$ cat config.mk
export PLATFORM = sky130hd
export DESIGN_NAME = matrix_arbiter
export DESIGN_NICKNAME = d
export VERILOG_FILES = /design/src/rtl/matrix_pkg.sv /design/src/rtl/row_scan_cnt.sv /design/src/rtl/matrix_arbiter.sv
export SDC_FILE = /design/constraint.sdc
export NUM_CORES = 1
export LEC_CHECK = 0
export ABC_AREA = 1
export BUFFER_PORTS_ARGS = -buffer_cell sky130_fd_sc_hd__buf_2
export CAP_MARGIN = 20
export CORE_MARGIN = 3
export CORE_UTILIZATION = 52
export DETAILED_ROUTE_END_ITERATION = 10
export PLACE_DENSITY = 0.78
export SYNTH_ARGS = -nofsm -noshare
export SYNTH_HDL_FRONTEND = slang
export SYNTH_HIERARCHICAL = 1
export SYNTH_SLANG_ARGS = --single-unit
$ cat constraint.sdc
create_clock -name clk_1kHz -period 2.8 [get_ports clk_1kHz]
set_clock_uncertainty 0.05 [all_clocks]
set_input_delay 0.14 -clock clk_1kHz [delete_from_list [all_inputs] [get_ports clk_1kHz]]
set_output_delay 0.14 -clock clk_1kHz [all_outputs]
set_load 0.1 [all_outputs]
$ cat src/rtl/matrix_pkg.sv
// Shared constants for the 8x8 LED matrix arbiter: requester indices, row ownership,
// win-mode pattern table and blink half-period.
package matrix_pkg;

    typedef enum logic [1:0] {
        REQ_CAT = 2'd0,
        REQ_DOG = 2'd1,
        REQ_RAT = 2'd2
    } req_idx_e;

    localparam int NREQ = 3;

    // Row ownership per requester (bit r set = requester owns row r in that plane)
    localparam logic [NREQ-1:0][7:0] OWN_RED = {8'h03, 8'h00, 8'hC0};
    localparam logic [NREQ-1:0][7:0] OWN_GRN = {8'h03, 8'h18, 8'h00};

    // Win pattern indexed by row number, row 7 in the most significant byte
    localparam logic [7:0][7:0] WIN_PAT = {8'h81, 8'hC3, 8'hC3, 8'h66,
                                           8'h66, 8'h3C, 8'h3C, 8'h18};

    localparam int BLINK_HALF = 250;

    function automatic logic [2:0] rot_right(input logic [2:0] v, input logic [1:0] n);
        case (n)
            2'd1:    return {v[0], v[2:1]};
            2'd2:    return {v[1:0], v[2]};
            default: return v;
        endcase
    endfunction

    function automatic logic [2:0] rot_left(input logic [2:0] v, input logic [1:0] n);
        case (n)
            2'd1:    return {v[1:0], v[2]};
            2'd2:    return {v[0], v[2:1]};
            default: return v;
        endcase
    endfunction

endpackage

$ cat src/rtl/row_scan_cnt.sv
// Free-running mod-8 row scan counter with synchronous active-low reset.
module row_scan_cnt (
    input  logic       i_clk,
    input  logic       i_rst_n,
    output logic [2:0] o_cnt
);

    logic [2:0] r_cnt;

    always_ff @(posedge i_clk) begin
        if (!i_rst_n) begin
            r_cnt <= '0;
        end else begin
            r_cnt <= r_cnt + 3'd1;
        end
    end

    assign o_cnt = r_cnt;

endmodule

$ cat src/rtl/matrix_arbiter.sv
// Round-robin write arbiter for a red/green 8x8 LED matrix with row scanning and win mode.
// Define WIN_BLINK_EN to make the win pattern blink (BLINK_HALF cycles on, BLINK_HALF off).
module matrix_arbiter
    import matrix_pkg::*;
(
    input  logic        clk_1kHz,
    input  logic        rst_n,
    input  logic [2:0]  req,
    input  logic [7:0]  cat_col,
    input  logic [7:0]  dog_col,
    input  logic [7:0]  rat_col,
    input  logic [15:0] led,
    output logic [2:0]  gnt,
    output logic [7:0]  row,
    output logic [7:0]  col_r,
    output logic [7:0]  col_g
);

    logic [2:0]      w_cnt;
    logic            w_led_win;
    logic            w_blank;
    logic [2:0]      w_elig;
    logic [2:0]      w_rot;
    logic [2:0]      w_pick;
    logic [2:0]      w_gnt_nxt;
    logic [1:0]      w_ptr_nxt;
    logic [7:0]      w_wr_data;
    logic [7:0]      w_wr_red;
    logic [7:0]      w_wr_grn;

    logic [1:0]      r_ptr;
    logic [2:0]      r_gnt;
    logic            r_win;
    logic [7:0][7:0] r_red;
    logic [7:0][7:0] r_grn;
    logic [7:0]      r_row;
    logic [7:0]      r_col_r;
    logic [7:0]      r_col_g;

    row_scan_cnt u_scan (
        .i_clk   (clk_1kHz),
        .i_rst_n (rst_n),
        .o_cnt   (w_cnt)
    );

    assign w_led_win = (led == 16'hFFFF);

    // Last cycle's grantee is masked so a requester still holding req is not granted twice
    assign w_elig = req & ~r_gnt & {3{~r_win}};

    always_comb begin
        w_rot     = rot_right(w_elig, r_ptr);
        w_pick    = w_rot & (~w_rot + 3'd1);
        w_gnt_nxt = rot_left(w_pick, r_ptr);
        case (w_gnt_nxt)
            3'b001:  w_ptr_nxt = 2'd1;
            3'b010:  w_ptr_nxt = 2'd2;
            3'b100:  w_ptr_nxt = 2'd0;
            default: w_ptr_nxt = r_ptr;
        endcase
    end

    always_comb begin
        w_wr_data = '0;
        w_wr_red  = '0;
        w_wr_grn  = '0;
        case (w_gnt_nxt)
            3'b001: begin
                w_wr_data = cat_col;
                w_wr_red  = OWN_RED[REQ_CAT];
                w_wr_grn  = OWN_GRN[REQ_CAT];
            end
            3'b010: begin
                w_wr_data = dog_col;
                w_wr_red  = OWN_RED[REQ_DOG];
                w_wr_grn  = OWN_GRN[REQ_DOG];
            end
            3'b100: begin
                w_wr_data = rat_col;
                w_wr_red  = OWN_RED[REQ_RAT];
                w_wr_grn  = OWN_GRN[REQ_RAT];
            end
            default: begin
                w_wr_data = '0;
            end
        endcase
    end

`ifdef WIN_BLINK_EN
    logic [7:0] r_blink_cnt;
    logic       r_blink_ph;

    // Phase restarts on the edge that enters win mode so every win starts lit
    always_ff @(posedge clk_1kHz) begin
        if (!rst_n) begin
            r_blink_cnt <= '0;
            r_blink_ph  <= 1'b0;
        end else if (w_led_win && !r_win) begin
            r_blink_cnt <= '0;
            r_blink_ph  <= 1'b0;
        end else if (r_win) begin
            if (r_blink_cnt == 8'(BLINK_HALF - 1)) begin
                r_blink_cnt <= '0;
                r_blink_ph  <= ~r_blink_ph;
            end else begin
                r_blink_cnt <= r_blink_cnt + 8'd1;
            end
        end
    end

    assign w_blank = r_blink_ph;
`else
    assign w_blank = 1'b0;
`endif

    always_ff @(posedge clk_1kHz) begin
        if (!rst_n) begin
            r_ptr   <= '0;
            r_gnt   <= '0;
            r_win   <= 1'b0;
            r_red   <= '0;
            r_grn   <= '0;
            r_row   <= 8'hFF;
            r_col_r <= '0;
            r_col_g <= '0;
        end else begin
            r_win <= w_led_win;
            r_gnt <= w_gnt_nxt;
            r_ptr <= w_ptr_nxt;
            for (int r = 0; r < 8; r++) begin
                if (w_wr_red[r]) r_red[r] <= w_wr_data;
                if (w_wr_grn[r]) r_grn[r] <= w_wr_data;
            end
            // Display registers read the pre-write buffer: new data appears on the next scan
            r_row <= ~(8'h01 << w_cnt);
            if (r_win) begin
                r_col_r <= '0;
                r_col_g <= w_blank ? 8'h00 : WIN_PAT[w_cnt];
            end else begin
                r_col_r <= r_red[w_cnt];
                r_col_g <= r_grn[w_cnt];
            end
        end
    end

    assign gnt   = r_gnt;
    assign row   = r_row;
    assign col_r = r_col_r;
    assign col_g = r_col_g;

endmodule

# [Word-level counts from Yosys, hierarchy flattened]
# Memories as Yosys holds them, arrays and structs flattened. A register that Yosys moved wholly into a read port is not among the register bits.
# Index checks and enable logic that the tools add are counted.
[op_classes] n_addsub=2 order_cmp=1 n_eq_ne=6 n_shift=1 muxes=13 n_bitwise=8 n_reduce_logical=2
[op_table] op="binary-select mux 8 bit (select 3 bit)" count=2
[op_table] op="two-way mux 8 bit" count=4
[op_table] op="one-hot mux 8 bit (3 select lines)" count=1
[op_table] op="== test 16 bit (second input constant)" count=1
[op_table] op="one-hot mux 8 bit (2 select lines)" count=1
[op_table] op="one-hot mux 3 bit (2 select lines)" count=2
[op_table] op="one-hot mux 5 bit (2 select lines)" count=1
[op_table] op="bitwise AND 3 bit" count=3
[op_table] op="NOT 8 bit" count=1
[op_table] op="<< shifter 1 x 3 -> 8 bit (first input constant)" count=1
[op_table] op="adder 3 x 1 -> 3 bit (second input constant)" count=2
[op_table] op="NOT 3 bit" count=2
[op_table] op="one-hot mux 2 bit (3 select lines)" count=1
[op_table] op="less-than comparator 3 x 4 -> 1 bit (second input constant)" count=1
[op_table] op="== test 3 x 1 -> 1 bit (second input constant)" count=1
[op_table] op="== test 3 x 2 -> 1 bit (second input constant)" count=1
[op_table] op="== test 3 bit (second input constant)" count=1
[op_table] op="two-way mux 3 bit" count=1
[op_table] op="nonzero test 3 bit" count=1
[op_table] op="== test 2 x 1 -> 1 bit (second input constant)" count=1
[op_table] op="== test 2 bit (second input constant)" count=1
[op_table] op="NOT 1 bit" count=2
[op_table] op="OR reduction 2 bit" count=1
[word_totals] register_bits=161 mem_bits_ro=64 input_bits=45 output_inout_bits=27 wordCells=57 n_memories=1
[memory_table] memory="(no name shown)" depth=8 word_bits=8 rd=1 rd_ports_with_merged_regs=1 write_ports=0 line_no="matrix_arbiter.sv:138" rtl="r_col_g <= w_blank ? 8'h00 : WIN_PAT[w_cnt];"

# [Logic depth before layout (Yosys ltp)]
[logic_depth] word_depth=10 depth_mapped=14 depth_no_buf=14

# [By module]
# Netlist, hierarchy kept.
[by_module_without_submodules] mod="matrix_arbiter" instances=1 cells_each=334 area_per_inst_um2=2762.6 seq_area_each_um2=1241.2
[by_module_without_submodules] mod="row_scan_cnt" instances=1 cells_each=12 area_per_inst_um2=102.6 seq_area_each_um2=60.1

# [Worst setup path before layout]
# Ideal clock, no wire load.
[synth_path] kind="flip-flop to flip-flop" startpoint="reg r_gnt[0] (netlist: gnt[0])" endpoint="reg r_red[0] (netlist bit)" setup_time_ns=0.138 t_arrival_ns=2.369 required_ns=2.612 slack_ns=0.243 stages_incl_launch_ff=13 n_path_buf=1 period_less_slack_ns=2.557 path_cell_list="dfxtp_1 -> inv_1 -> nand3_1 -> nand2_2 -> nand2_2 -> inv_1 -> nand2_1 -> nand2_2 -> a21oi_4 -> nand3_4 -> buf_6 -> nand2_2 -> a21oi_2"
[synth_via] elab_chain_cells=10 word_cells_on_any_way=13 cone_classes="add/sub: 1; eq/ne: 3; mux: 4; bitwise: 5"
[synth_lines] element="start, declared" line_no="matrix_arbiter.sv:32" rtl="logic [2:0] r_gnt;"
[synth_lines] element="start signal, assigned" line_no="matrix_arbiter.sv:128" rtl="r_gnt <= w_gnt_nxt;"
[synth_lines] element="NOT 3 bit (*)" line_no="matrix_arbiter.sv:49" rtl="assign w_elig = req & ~r_gnt & {3{~r_win}};"
[synth_lines] element="bitwise AND 3 bit (*) (2 in series)" line_no="matrix_arbiter.sv:49"
[synth_lines] element="one-hot mux 3 bit (2 select lines) (*)" line_no="matrix_pkg.sv:24" rtl="case (n)"
[synth_lines] element="NOT 3 bit" line_no="matrix_arbiter.sv:53" rtl="w_pick = w_rot & (~w_rot + 3'd1);"
[synth_lines] element="adder 3 x 1 -> 3 bit" line_no="matrix_arbiter.sv:53"
[synth_lines] element="bitwise AND 3 bit (*)" line_no="matrix_arbiter.sv:53"
[synth_lines] element="one-hot mux 3 bit (2 select lines) (*)" line_no="matrix_pkg.sv:32" rtl="case (n)"
[synth_lines] element="== test 3 bit (tied with other cells)" line_no="matrix_arbiter.sv:67" rtl="case (w_gnt_nxt)"
[synth_lines] element="one-hot mux 8 bit (3 select lines) / one-hot mux 8 bit (2 select lines) (equally long branches)" line_no="matrix_arbiter.sv:67"
[synth_lines] element="end signal, assigned by index" line_no="matrix_arbiter.sv:131" rtl="if (w_wr_red[r]) r_red[r] <= w_wr_data;"
[synth_lines] element="end, declared" line_no="matrix_arbiter.sv:34" rtl="logic [7:0][7:0] r_red;"
# Every way passes the cells marked *; elsewhere a longest branch is shown, timed or not.
# A chain may end at the register's enable or synchronous reset.

# [Worst setup path in the final report]
[layout_path] startpoint="reg r_ptr[0]" endpoint="reg r_grn[3] (netlist bit)"
[layout_via] elab_chain_cells=8 word_cells_on_any_way=12 cone_classes="add/sub: 1; eq/ne: 5; mux: 4; bitwise: 2"
[layout_lines] element="start, declared" line_no="matrix_arbiter.sv:31" rtl="logic [1:0] r_ptr;"
[layout_lines] element="start signal, assigned" line_no="matrix_arbiter.sv:129" rtl="r_ptr <= w_ptr_nxt;"
[layout_lines] element="== test 2 bit / == test 2 x 1 -> 1 bit (equally long branches)" line_no="matrix_pkg.sv:24, matrix_pkg.sv:32"
[layout_lines] element="one-hot mux 3 bit (2 select lines)" line_no="matrix_pkg.sv:24"
[layout_lines] element="NOT 3 bit" line_no="matrix_arbiter.sv:53"
[layout_lines] element="adder 3 x 1 -> 3 bit" line_no="matrix_arbiter.sv:53"
[layout_lines] element="bitwise AND 3 bit" line_no="matrix_arbiter.sv:53"
[layout_lines] element="one-hot mux 3 bit (2 select lines) (*)" line_no="matrix_pkg.sv:32"
[layout_lines] element="== test 3 bit (tied with other cells)" line_no="matrix_arbiter.sv:67"
[layout_lines] element="one-hot mux 8 bit (3 select lines) / one-hot mux 5 bit (2 select lines) (equally long branches)" line_no="matrix_arbiter.sv:67"
[layout_lines] element="end signal, assigned by index" line_no="matrix_arbiter.sv:132" rtl="if (w_wr_grn[r]) r_grn[r] <= w_wr_data;"
[layout_lines] element="end, declared" line_no="matrix_arbiter.sv:35" rtl="logic [7:0][7:0] r_grn;"
# Marked as above.

==> flow_metrics.env <==
export IMPL_status="finished, final reports clean"
export IMPL_dr_first_iter_drc_count=112
export IMPL_final_hold_viol_count=0
export IMPL_dp_cells=480
export IMPL_power_per_cell_area_nw_per_um2=1040
export IMPL_netlist_area_um2=2870
export IMPL_gp_congestion=0.895
export IMPL_worstPathArrival_ns=2.65
export IMPL_vias_per_cell=5.19
export IMPL_fin_crit_ns=2.42
export IMPL_grt_max_degree=31
export IMPL_cts_buffers=9
export IMPL_ant_nets=0
export IMPL_finalSetupViolCount=0
export IMPL_wl_per_cell_um=13.4
export IMPL_seqCellArea_um2=1300
export IMPL_synth_net_count=394
export IMPL_grt_pass1_vias=2531
export IMPL_layout_commonest_cell="nand2_1"
export IMPL_worstMarginPinSlew_ns=0.478
export IMPL_clock_sinks=65
export IMPL_path_class="reg2reg"
export IMPL_highest_layer="met4"
export IMPL_clk_pin_slew_ns=0.07
export IMPL_cts_resized=0
export IMPL_vias=2654
export IMPL_wl_met3_um=405
export IMPL_drc_errors=0
export IMPL_final_net_count=484
export IMPL_syn2layout_area_growth_pct=26.0
export IMPL_cts_htree_levels=3
export IMPL_worstSkewPairLatency_ns=0.34
export IMPL_die_y_um=80.2
export IMPL_wl_met1_mm=2.94
export IMPL_start_util=0.550
export IMPL_fmax_mhz=413
export IMPL_p_leak_nw=1.54
export IMPL_worst_setup_path_start_kind="flop"
export IMPL_io_pins=72
export IMPL_timing_final_crit_share=0.866
export IMPL_wl_met2_mm=3.37
export IMPL_relSlewSlack=0.680
export IMPL_chipWidth_um=80.2
export IMPL_dr_pass1_iters=4
export IMPL_peakVddDrop_mv=0.680
export IMPL_std_cell_rows=26
export IMPL_ctsHoldBuffers=14
export IMPL_slew_violations=0
export IMPL_totalNegativeSetupSlack_ns=0
export IMPL_diodes=0
export IMPL_grt_use_total=0.227
export IMPL_crit_fanout=19
export IMPL_routed_wl_mm=6.87
export IMPL_fill_cells=444
export IMPL_grt_pass1_wl_mm=11.2
export IMPL_core_area_um2=5200
export IMPL_clockRootBuffer="clkbuf_8"
export IMPL_final_cell_mix="nand2_1 (84), buf_2 (71), dfxtp_1 (65)"
export IMPL_avgSynthCellArea_um2=8.28
export IMPL_grt_antenna_before_repair=0
export IMPL_tritoncts="built"
export IMPL_cap_violations=0
export IMPL_dp_hpwl_mm=4.77
export IMPL_ys_types=31
export IMPL_port_buffers=71
export IMPL_ys_warn_count=6
export IMPL_clockBufferDepth=2
export IMPL_hold_class="in2reg"
export IMPL_multi_input_area_um2=1380
export IMPL_grt_setup_unrepaired="no"
export IMPL_ys_seq_elements=65
export IMPL_drive_gt1_frac=0.336
export IMPL_overflow=0
export IMPL_cts_setup_buffers=0
export IMPL_worstSetupEndpointType="flop"
export IMPL_ys_seq_area_frac=0.454
export IMPL_crit_required_ns=3.02
export IMPL_final_cells=511
export IMPL_netlist_instances=346
export IMPL_dieArea_um2=6440
cell usage after synthesis:
master / instances / share of area
a21oi_1: 32 / 0.056
a21oi_2: 16 / 0.049
a21oi_4: 1 / 0.0057
a22o_1: 2 / 0.0061
a31oi_1: 2 / 0.0044
buf_6: 2 / 0.0079
bufinv_8: 1 / 0.0061
clkbuf_1: 8 / 0.010
clkinv_1: 2 / 0.0026
clkinv_8: 1 / 0.0057
dfxtp_1: 65 / 0.45
ha_1: 3 / 0.013
inv_1: 20 / 0.026
inv_2: 4 / 0.0052
nand2_1: 84 / 0.11
nand2_2: 17 / 0.037
nand2_4: 9 / 0.035
nand3_1: 22 / 0.038
nand3_2: 1 / 0.0035
nand3_4: 2 / 0.012
nand3b_1: 1 / 0.0026
nand4_1: 8 / 0.017
nand4_2: 3 / 0.013
nand4_4: 1 / 0.0074
nor2_1: 18 / 0.024
nor2_4: 2 / 0.0079
nor4_1: 1 / 0.0022
o21ai_0: 15 / 0.026
o21ai_4: 1 / 0.0057
o21bai_1: 1 / 0.0026
or3_1: 1 / 0.0022
cells by family (layout without fill, tap and decap cells):
family	after synthesis	after routing	share of synthesized area
buf+inv	38	133	0.0642
fa+ha+maj	3	3	0.0131
compound gates	70	70	0.155
flops	65	65	0.454
simple gates	170	170	0.313
through the flow:
step           power [mW]   util  instance area (um2)  hold WS (ns)  worst slack (ns)
2_1_floorplan        2.71      -                 2870         0.159             0.243
3_3_place_gp         2.98  0.630                 3280         0.339             0.440
3_5_place_dp         3.02  0.630                 3280         0.348             0.394
4_1_cts              3.77  0.692                 3600      0.000142             0.366
5_1_grt              3.99  0.694                 3610      0.000997             0.167
6_report             3.76  0.694                 3610       0.00510             0.377
where the power goes:
| part | switching, mW | internal (mW) |
|---|---|---|
| sequential | 0.123 | 1.14 |
| clock | 0.360 | 0.370 |
| combinational | 1.24 | 0.521 |
worst max-delay path, cell delays in order (launching register included):
cell      delay [ns]
dfxtp_1         0.33
inv_1           0.06
ha_1            0.35
bufinv_8        0.25
nand3_2         0.08
nand2_2         0.12
nand4_1         0.13
nand2_2         0.10
nand2_2         0.06
o21ai_4         0.11
nand3_4         0.32
clkinv_8        0.21
nand2_4         0.07
a21oi_2         0.11
sequential cells by signal, indices dropped and copies added (netlist names):
name / flops
r_grn: 16
r_ptr: 2
r_win: 1
row: 8
u_scan/o_cnt: 3
gnt: 3
col_g: 8
r_red: 16
col_r: 8
area by class of cell:
type                            count  area share
Inverter                           28      0.0364
Clock buffer                       12      0.0430
Sequential cell                    65       0.360
Multi-Input combinational cell    243       0.382
Timing Repair Buffer               89       0.146
Tap cell                           70      0.0243
Clock inverter                      4     0.00728
path summary, 6_finish.rpt:
kind	start	slack, ns	cells after the start	endpoint
worst max-delay path	r_ptr[0]	0.38	13	r_grn[3]
worst min-delay path	dog_col[0]	0.005	3	r_grn[24]
worst max register to register	r_ptr[0]	0.38	13	r_grn[3]
worst min register to register	r_grn[25]	0.41	2	r_grn[25]
routing by layer:
layer	vias to the layer above	GRT usage
li1	1322	-
met1	1217	0.277
met2	98	0.368
met3	17	0.0572
met4	0	0.117
met5	-	0
No activity file was read; power rests on OpenSTA's default activity.
